`src/rtl/dvid_timing_pkg.sv`:
```
// rtl/dvid_timing_pkg.sv - shared state type, 640x480@60 timing defaults and helpers for the DVI-D timing block
package dvid_timing_pkg;

  typedef enum logic [1:0] {S_RST, S_LOCK, S_ALIGN, S_RUN} state_t;

  // Raw timing flags carried down the alignment delay line
  typedef struct packed {
    logic active;
    logic hs;
    logic vs;
    logic first;
  } tbits_t;

  localparam int PIX_W = 10;
  localparam int RGB_W = 24;

  localparam int H_ACTIVE_DEF = 640;
  localparam int H_FP_DEF     = 16;
  localparam int H_SYNC_DEF   = 96;
  localparam int H_BP_DEF     = 48;
  localparam int V_ACTIVE_DEF = 480;
  localparam int V_FP_DEF     = 10;
  localparam int V_SYNC_DEF   = 2;
  localparam int V_BP_DEF     = 33;

  function automatic int calc_total(input int active, input int fp, input int sync, input int bp);
    return active + fp + sync + bp;
  endfunction

endpackage

```
`src/rtl/dvid_timing_ctrl_if.sv`:
```
// rtl/dvid_timing_ctrl_if.sv - pixel fetch bus between the timing block and the frame-buffer source
interface dvid_timing_ctrl_if;
  logic                              pix_req;
  logic [dvid_timing_pkg::PIX_W-1:0] pix_x;
  logic [dvid_timing_pkg::PIX_W-1:0] pix_y;
  logic [dvid_timing_pkg::RGB_W-1:0] pix_data;

  modport master (output pix_req, pix_x, pix_y, input pix_data);
  modport slave  (input pix_req, pix_x, pix_y, output pix_data);
endinterface

```
`src/rtl/dvid_delay_line.sv`:
```
// rtl/dvid_delay_line.sv - DEPTH-stage register pipe with synchronous clear
module dvid_delay_line #(
  parameter int WIDTH = 4,
  parameter int DEPTH = 2
) (
  input  logic             clk_pixel,
  input  logic             clr,
  input  logic [WIDTH-1:0] din,
  output logic [WIDTH-1:0] dout
);

  logic [WIDTH-1:0] pipe [DEPTH];

  always_ff @(posedge clk_pixel) begin
    if (clr) begin
      for (int i = 0; i < DEPTH; i++) pipe[i] <= '0;
    end else begin
      pipe[0] <= din;
      for (int i = 1; i < DEPTH; i++) pipe[i] <= pipe[i-1];
    end
  end

  assign dout = pipe[DEPTH-1];

endmodule

```
`src/rtl/dvid_timing_ctrl.sv`:
```
// rtl/dvid_timing_ctrl.sv - DVI-D startup sequencing, video timing, pixel fetch and RGB/sync realignment
module dvid_timing_ctrl
  import dvid_timing_pkg::*;
#(
  parameter int   H_ACTIVE = H_ACTIVE_DEF,
  parameter int   H_FP     = H_FP_DEF,
  parameter int   H_SYNC   = H_SYNC_DEF,
  parameter int   H_BP     = H_BP_DEF,
  parameter int   V_ACTIVE = V_ACTIVE_DEF,
  parameter int   V_FP     = V_FP_DEF,
  parameter int   V_SYNC   = V_SYNC_DEF,
  parameter int   V_BP     = V_BP_DEF,
  parameter logic HS_POL   = 1'b0,
  parameter logic VS_POL   = 1'b0,
  parameter int   PIX_LAT  = 2,
  parameter int   RST_HOLD = 16
) (
  input  logic               clk_pixel,
  input  logic               reset,
  input  logic               pll_locked,
  dvid_timing_ctrl_if.master pix,
  output logic [7:0]         red_p,
  output logic [7:0]         green_p,
  output logic [7:0]         blue_p,
  output logic               blank,
  output logic               hsync,
  output logic               vsync,
  output logic               serdes_reset,
  output logic               frame_start,
  output logic               running
);

  localparam int H_TOTAL = calc_total(H_ACTIVE, H_FP, H_SYNC, H_BP);
  localparam int V_TOTAL = calc_total(V_ACTIVE, V_FP, V_SYNC, V_BP);
  localparam int HW      = $clog2(H_TOTAL);
  localparam int VW      = $clog2(V_TOTAL);
  localparam int CW      = $clog2(RST_HOLD + 1);

  localparam logic [HW-1:0] H_LAST = HW'(H_TOTAL - 1);
  localparam logic [HW-1:0] H_ACT  = HW'(H_ACTIVE);
  localparam logic [HW-1:0] HS_BEG = HW'(H_ACTIVE + H_FP);
  localparam logic [HW-1:0] HS_END = HW'(H_ACTIVE + H_FP + H_SYNC);
  localparam logic [VW-1:0] V_LAST = VW'(V_TOTAL - 1);
  localparam logic [VW-1:0] V_ACT  = VW'(V_ACTIVE);
  localparam logic [VW-1:0] VS_BEG = VW'(V_ACTIVE + V_FP);
  localparam logic [VW-1:0] VS_END = VW'(V_ACTIVE + V_FP + V_SYNC);
  localparam logic [CW-1:0] HOLD_LAST = CW'(RST_HOLD - 1);

  state_t        state, state_nxt;
  logic [CW-1:0] hold_cnt;
  logic          lock_seen;
  logic [HW-1:0] h;
  logic [VW-1:0] v;
  logic          h_last, v_last;
  logic          flush;
  tbits_t        raw, s0, dly;

  assign h_last = (h == H_LAST);
  assign v_last = (v == V_LAST);

  always_ff @(posedge clk_pixel) begin
    if (reset) state <= S_RST;
    else       state <= state_nxt;
  end

  always_comb begin
    state_nxt = state;
    if (!pll_locked) begin
      state_nxt = S_RST;
    end else begin
      unique case (state)
        S_RST:   if (hold_cnt == HOLD_LAST) state_nxt = S_LOCK;
        S_LOCK:  if (lock_seen) state_nxt = S_ALIGN;
        S_ALIGN: if (h_last && v_last) state_nxt = S_RUN;
        S_RUN:   state_nxt = S_RUN;
      endcase
    end
  end

  always_comb begin
    serdes_reset = (state == S_RST) || (state == S_LOCK);
    running      = (state == S_RUN);
  end

  // Lock loss inside S_RST also restarts the hold window
  always_ff @(posedge clk_pixel) begin
    if (reset || state != S_RST || !pll_locked) hold_cnt <= '0;
    else if (hold_cnt != HOLD_LAST)             hold_cnt <= hold_cnt + CW'(1);
    lock_seen <= !reset && (state == S_LOCK) && pll_locked;
  end

  always_ff @(posedge clk_pixel) begin
    if (reset || !(state == S_ALIGN || state == S_RUN)) begin
      h <= '0;
      v <= '0;
    end else begin
      h <= h_last ? '0 : h + HW'(1);
      if (h_last) v <= v_last ? '0 : v + VW'(1);
    end
  end

  always_comb begin
    raw.active = (h < H_ACT) && (v < V_ACT);
    raw.hs     = (h >= HS_BEG) && (h < HS_END);
    raw.vs     = (v >= VS_BEG) && (v < VS_END);
    raw.first  = (h == '0) && (v == '0);
  end

  // Gating on the next state lets lock loss or reset idle the whole stream on the very next cycle
  assign flush = reset || (state_nxt != S_RUN);

  always_ff @(posedge clk_pixel) begin
    if (flush) begin
      pix.pix_req <= 1'b0;
      s0          <= '0;
    end else begin
      pix.pix_req <= raw.active;
      s0          <= raw;
    end
    if (reset) begin
      pix.pix_x <= '0;
      pix.pix_y <= '0;
    end else if (!flush && raw.active) begin
      pix.pix_x <= PIX_W'(h);
      pix.pix_y <= PIX_W'(v);
    end
  end

  dvid_delay_line #(
    .WIDTH ($bits(tbits_t)),
    .DEPTH (PIX_LAT)
  ) u_align (
    .clk_pixel (clk_pixel),
    .clr       (flush),
    .din       (s0),
    .dout      (dly)
  );

  always_ff @(posedge clk_pixel) begin
    if (flush) begin
      {red_p, green_p, blue_p} <= '0;
      blank       <= 1'b1;
      hsync       <= ~HS_POL;
      vsync       <= ~VS_POL;
      frame_start <= 1'b0;
    end else begin
      {red_p, green_p, blue_p} <= dly.active ? pix.pix_data : '0;
      blank       <= ~dly.active;
      hsync       <= dly.hs ? HS_POL : ~HS_POL;
      vsync       <= dly.vs ? VS_POL : ~VS_POL;
      frame_start <= dly.first;
    end
  end

endmodule

```
`src/flat_wrapper.sv`:
```
// flat-port wrapper written by rule: the top's interface ports become plain ports
module dvid_timing_ctrl_flat import dvid_timing_pkg::*;
#(
  parameter int   H_ACTIVE = H_ACTIVE_DEF,
  parameter int   H_FP     = H_FP_DEF,
  parameter int   H_SYNC   = H_SYNC_DEF,
  parameter int   H_BP     = H_BP_DEF,
  parameter int   V_ACTIVE = V_ACTIVE_DEF,
  parameter int   V_FP     = V_FP_DEF,
  parameter int   V_SYNC   = V_SYNC_DEF,
  parameter int   V_BP     = V_BP_DEF,
  parameter logic HS_POL   = 1'b0,
  parameter logic VS_POL   = 1'b0,
  parameter int   PIX_LAT  = 2,
  parameter int   RST_HOLD = 16
)
  (clk_pixel, reset, pll_locked, red_p, green_p, blue_p, blank, hsync, vsync, serdes_reset, frame_start, running, pix_pix_req, pix_pix_x, pix_pix_y, pix_pix_data);
  dvid_timing_ctrl_if pix_i ();
  input  logic clk_pixel;
  input  logic reset;
  input  logic pll_locked;
  output logic [7:0] red_p;
  output logic [7:0] green_p;
  output logic [7:0] blue_p;
  output logic blank;
  output logic hsync;
  output logic vsync;
  output logic serdes_reset;
  output logic frame_start;
  output logic running;
  output wire logic [$bits(pix_i.pix_req)-1:0] pix_pix_req;
  output wire logic [$bits(pix_i.pix_x)-1:0] pix_pix_x;
  output wire logic [$bits(pix_i.pix_y)-1:0] pix_pix_y;
  input wire logic [$bits(pix_i.pix_data)-1:0] pix_pix_data;
  assign pix_pix_req = pix_i.pix_req;
  assign pix_pix_x = pix_i.pix_x;
  assign pix_pix_y = pix_i.pix_y;
  assign pix_i.pix_data = pix_pix_data;
  dvid_timing_ctrl #(.H_ACTIVE(H_ACTIVE), .H_FP(H_FP), .H_SYNC(H_SYNC), .H_BP(H_BP), .V_ACTIVE(V_ACTIVE), .V_FP(V_FP), .V_SYNC(V_SYNC), .V_BP(V_BP), .HS_POL(HS_POL), .VS_POL(VS_POL), .PIX_LAT(PIX_LAT), .RST_HOLD(RST_HOLD)) u_core (.clk_pixel(clk_pixel), .reset(reset), .pll_locked(pll_locked), .pix(pix_i), .red_p(red_p), .green_p(green_p), .blue_p(blue_p), .blank(blank), .hsync(hsync), .vsync(vsync), .serdes_reset(serdes_reset), .frame_start(frame_start), .running(running));
endmodule
```
`config.mk`:
```
export PLATFORM = sky130hd
export DESIGN_NAME = dvid_timing_ctrl_flat
export DESIGN_NICKNAME = d
export VERILOG_FILES = /design/src/rtl/dvid_timing_pkg.sv /design/src/rtl/dvid_timing_ctrl_if.sv /design/src/rtl/dvid_delay_line.sv /design/src/rtl/dvid_timing_ctrl.sv /design/src/flat_wrapper.sv
export SDC_FILE = /design/constraint.sdc
export NUM_CORES = 1
export LEC_CHECK = 0
export BUFFER_PORTS_ARGS = -buffer_cell sky130_fd_sc_hd__clkbuf_2
export CAP_MARGIN = 20
export CORE_MARGIN = 5
export CORE_UTILIZATION = 56
export CTS_CLUSTER_DIAMETER = 150
export CTS_CLUSTER_SIZE = 12
export DETAILED_ROUTE_END_ITERATION = 16
export GPL_TIMING_DRIVEN = 0
export PLACE_DENSITY = 0.87
export SLEW_MARGIN = 20
export SYNTH_ARGS = -nofsm -noshare
export SYNTH_HDL_FRONTEND = slang
export SYNTH_HIERARCHICAL = 1
export SYNTH_SLANG_ARGS = --single-unit
```
`constraint.sdc`:
```
create_clock -name clk_pixel -period 3.4 [get_ports clk_pixel]
set_input_delay 0.34 -clock clk_pixel [delete_from_list [all_inputs] [get_ports clk_pixel]]
set_output_delay 0.34 -clock clk_pixel [all_outputs]
set_load 0.05 [all_outputs]
```
==> results.yml <==
status:
  status: "finished, final reports clean"
global_routing:
  grt_util_all_layers_pct: 21.2
  grt_pass1_vias: 2672
  grt_max_degree: 18
  antenna_found_initial: 0
  overflow: 0
  grt_pass1_wl_microns: 12500
final_layout:
  fin_area_sq_um: 3960
  diodes: 0
  fillers: 422
  nets: 463
  synthToLayoutAreaGrowth_pct: 21.9
  seq_area_sq_um: 1760
  fin_util_pct: 71.0
  multiInputGateArea_sq_um: 1340
  drive_gt1_share_pct: 24.4
critical_path:
  critical_path.endpoint_type: "register"
  slowest_stage: "dfxtp_1"
  cp-start-kind: "register"
  cpPeakStageDelay_ns: 0.42
  worstPathRequired_ns: 3.69
  cp_max_fo: 8
  worstPathArrival_ns: 2.89
  path_class: "reg2reg"
  crit_chain: "ha_1 > nand3_1 > or3_1 > buf_2 > o31a_1 > nor2_1 > nand2_1 > nor2b_1"
yosys:
  synth_edf_count: 0
  synth_most_common_cell: "dfxtp_1"
  synth_top_cell_by_area: "dfxtp_1"
  synth_nets: 375
  avgSynthCellArea_sq_um: 9.49
  synthArstFlopShare_pct: 0
  synth.ff_latch_count: 88
  synth_warnings: 6
  seq_area_frac_synth_pct: 54.3
  netlist_area_sq_um: 3250
  synth.top_cell.area_share_pct: 54.3
  synth_area_leaders: "dfxtp_1 (54%), and2_1 (4.8%), nand3_1 (4.0%)"
  yosys.cell_types.count: 35
  synthTopCellsByCount: "dfxtp_1 (88), nor2_1 (32), nand3_1 (26)"
  ys_dominant_reg_cell: "dfxtp_1"
  synth_cells: 342
job:
  drv_cap: 0
worst_hold_path:
  min_path_type: "in2reg"
sta:
  setup_violations: 0
  tns_ns: 0
  fmax_ghz: 0.384
  slew_headroom_pct: 31.0
  fin_crit_sh_pct: 76.6
  slew_viol_final: 0
  whs_ns: 0.175
  fin_crit_ns: 2.60
  fin_skew_ns: 0.00633
  worst_slew_pin_slew_ns: 1.03
  rsz0062_at_grt: "no"
  fin_ws_ns: 0.796
  hold_viol_final: 0
pwr:
  peakVddDrop_v: 0.000344
  p_leak_nw: 1.64
  powerDensity_nw_per_um2: 475
floorplan:
  die_y_microns: 86.1
  core_area_sq_um: 5570
  dieArea_sq_um: 7420
  start_util_pct: 58.2
  rows: 27
  die_width_microns: 86.1
  ios: 78
cts:
  cts.sinks: 88
  clock_path_buffers: 2
  clock_latency_ns: 0.36
  root_buffer: "clkbuf_8"
  cts_setup_buffers: 0
  tritoncts: "done"
  htreeDepth: 3
  post_cts_resized: 0
  numCtsBuffers: 9
  ctsHoldBuffers: 0
  clk_pin_slew_ns: 0.09
drt:
  antenna_left: 0
  via_per_inst: 5.33
  drtIter0Drc: 144
  drt_pass1_iterations: 4
  wl_per_cell_microns: 14.6
  route.detailed.drc: 0
  via_count: 2703
  wl_microns: 7430
placement:
  pre_cts_ws_ns: 0.846
  portBuffers: 77
  hpwl_microns: 5540
  gp_congestion: 0.962
  place_area_sq_um: 3720
-- cells by family after synthesis --
kind of cell	share of synthesized area, %
flops	54.3
buf+inv	4.47
simple gates	25.0
fa+ha+maj	2.31
compound gates	8.71
xor+xnor	4.59
mux	0.617
-- power breakdown --
part | switching (mW) | internal [mW] | total [mW]
Combinational | 0.0105 | 0.0131 | 0.0237
Sequential | 0.00112 | 1.03 | 1.03
Clock | 0.394 | 0.430 | 0.824
Total | 0.406 | 1.47 | 1.88
-- state kept, by name, indices dropped and copies added, names as in the netlist, 8 cells and up --
name / flops
u_core/blue_p: 8
u_core/green_p: 8
u_core/h: 10
u_core/pix.pix_x: 10
u_core/pix.pix_y: 10
u_core/red_p: 8
u_core/u_align/pipe: 8
u_core/v: 10
-- placed cells by master, fill, tap and decap left out, drive strengths merged, types with 2 or more instances in the layout --
cell type  instances
nor2b             10
nor3b              2
ha                 6
nand3             26
o21ai             22
nand2             15
nand4b             3
a21oi             24
and2              25
nand2b             4
xor2              12
o31ai              3
nor4               7
nand4              7
or2                2
bufinv             2
mux2i              2
dfxtp             88
nor2              32
nor3               2
clkbuf            96
buf               10
or3                5
inv               11
xnor2              5
and3               7
-- layer usage --
layer  track usage (%)  vias up  share of wire, %
li1                  -     1333                 -
met1              24.0     1276                39
met2              36.9       83                52
met3              7.01       11               7.5
met4              7.77        0               1.3
met5                 0        -                 0
-- metrics by stage --
step           power, mW  std cells
2_1_floorplan       1.06        342
3_3_place_gp        1.08        491
3_5_place_dp        1.08        491
4_1_cts             1.90        507
5_1_grt             1.95        507
6_report            1.88        507
-- final timing paths --
path / start / end / slack (ns) / cells past startpoint
worst max register to register: u_core/h[0] / u_core/u_align/pipe[0][4] / 0.80 / 8
worst min-delay path: pix_pix_data[13] / u_core/green_p[5] / 0.18 / 2
worst max-delay path: u_core/h[0] / u_core/u_align/pipe[0][4] / 0.80 / 8
worst min register to register: u_core/s0[1] / u_core/u_align/pipe[0][1] / 0.44 / 1
-- cell type report --
class | instances | share of cell area (%)
Sequential cell | 88 | 44.5
Multi-Input combinational cell | 226 | 33.8
Timing Repair Buffer | 77 | 9.74
Clock buffer | 9 | 3.13
Buffer | 20 | 2.91
Clock inverter | 7 | 2.85
Tap cell | 72 | 2.28
Inverter | 8 | 0.759
-- critical path: cells and delay by family, from the launching register on --
| kind | cells | cell delay (ns) |
|---|---|---|
| compound gates | 1 | 0.37 |
| fa+ha+maj | 1 | 0.23 |
| buf+inv | 1 | 0.16 |
| flops | 1 | 0.42 |
| simple gates | 5 | 1.36 |
No activity file was read; power rests on OpenSTA's default activity.
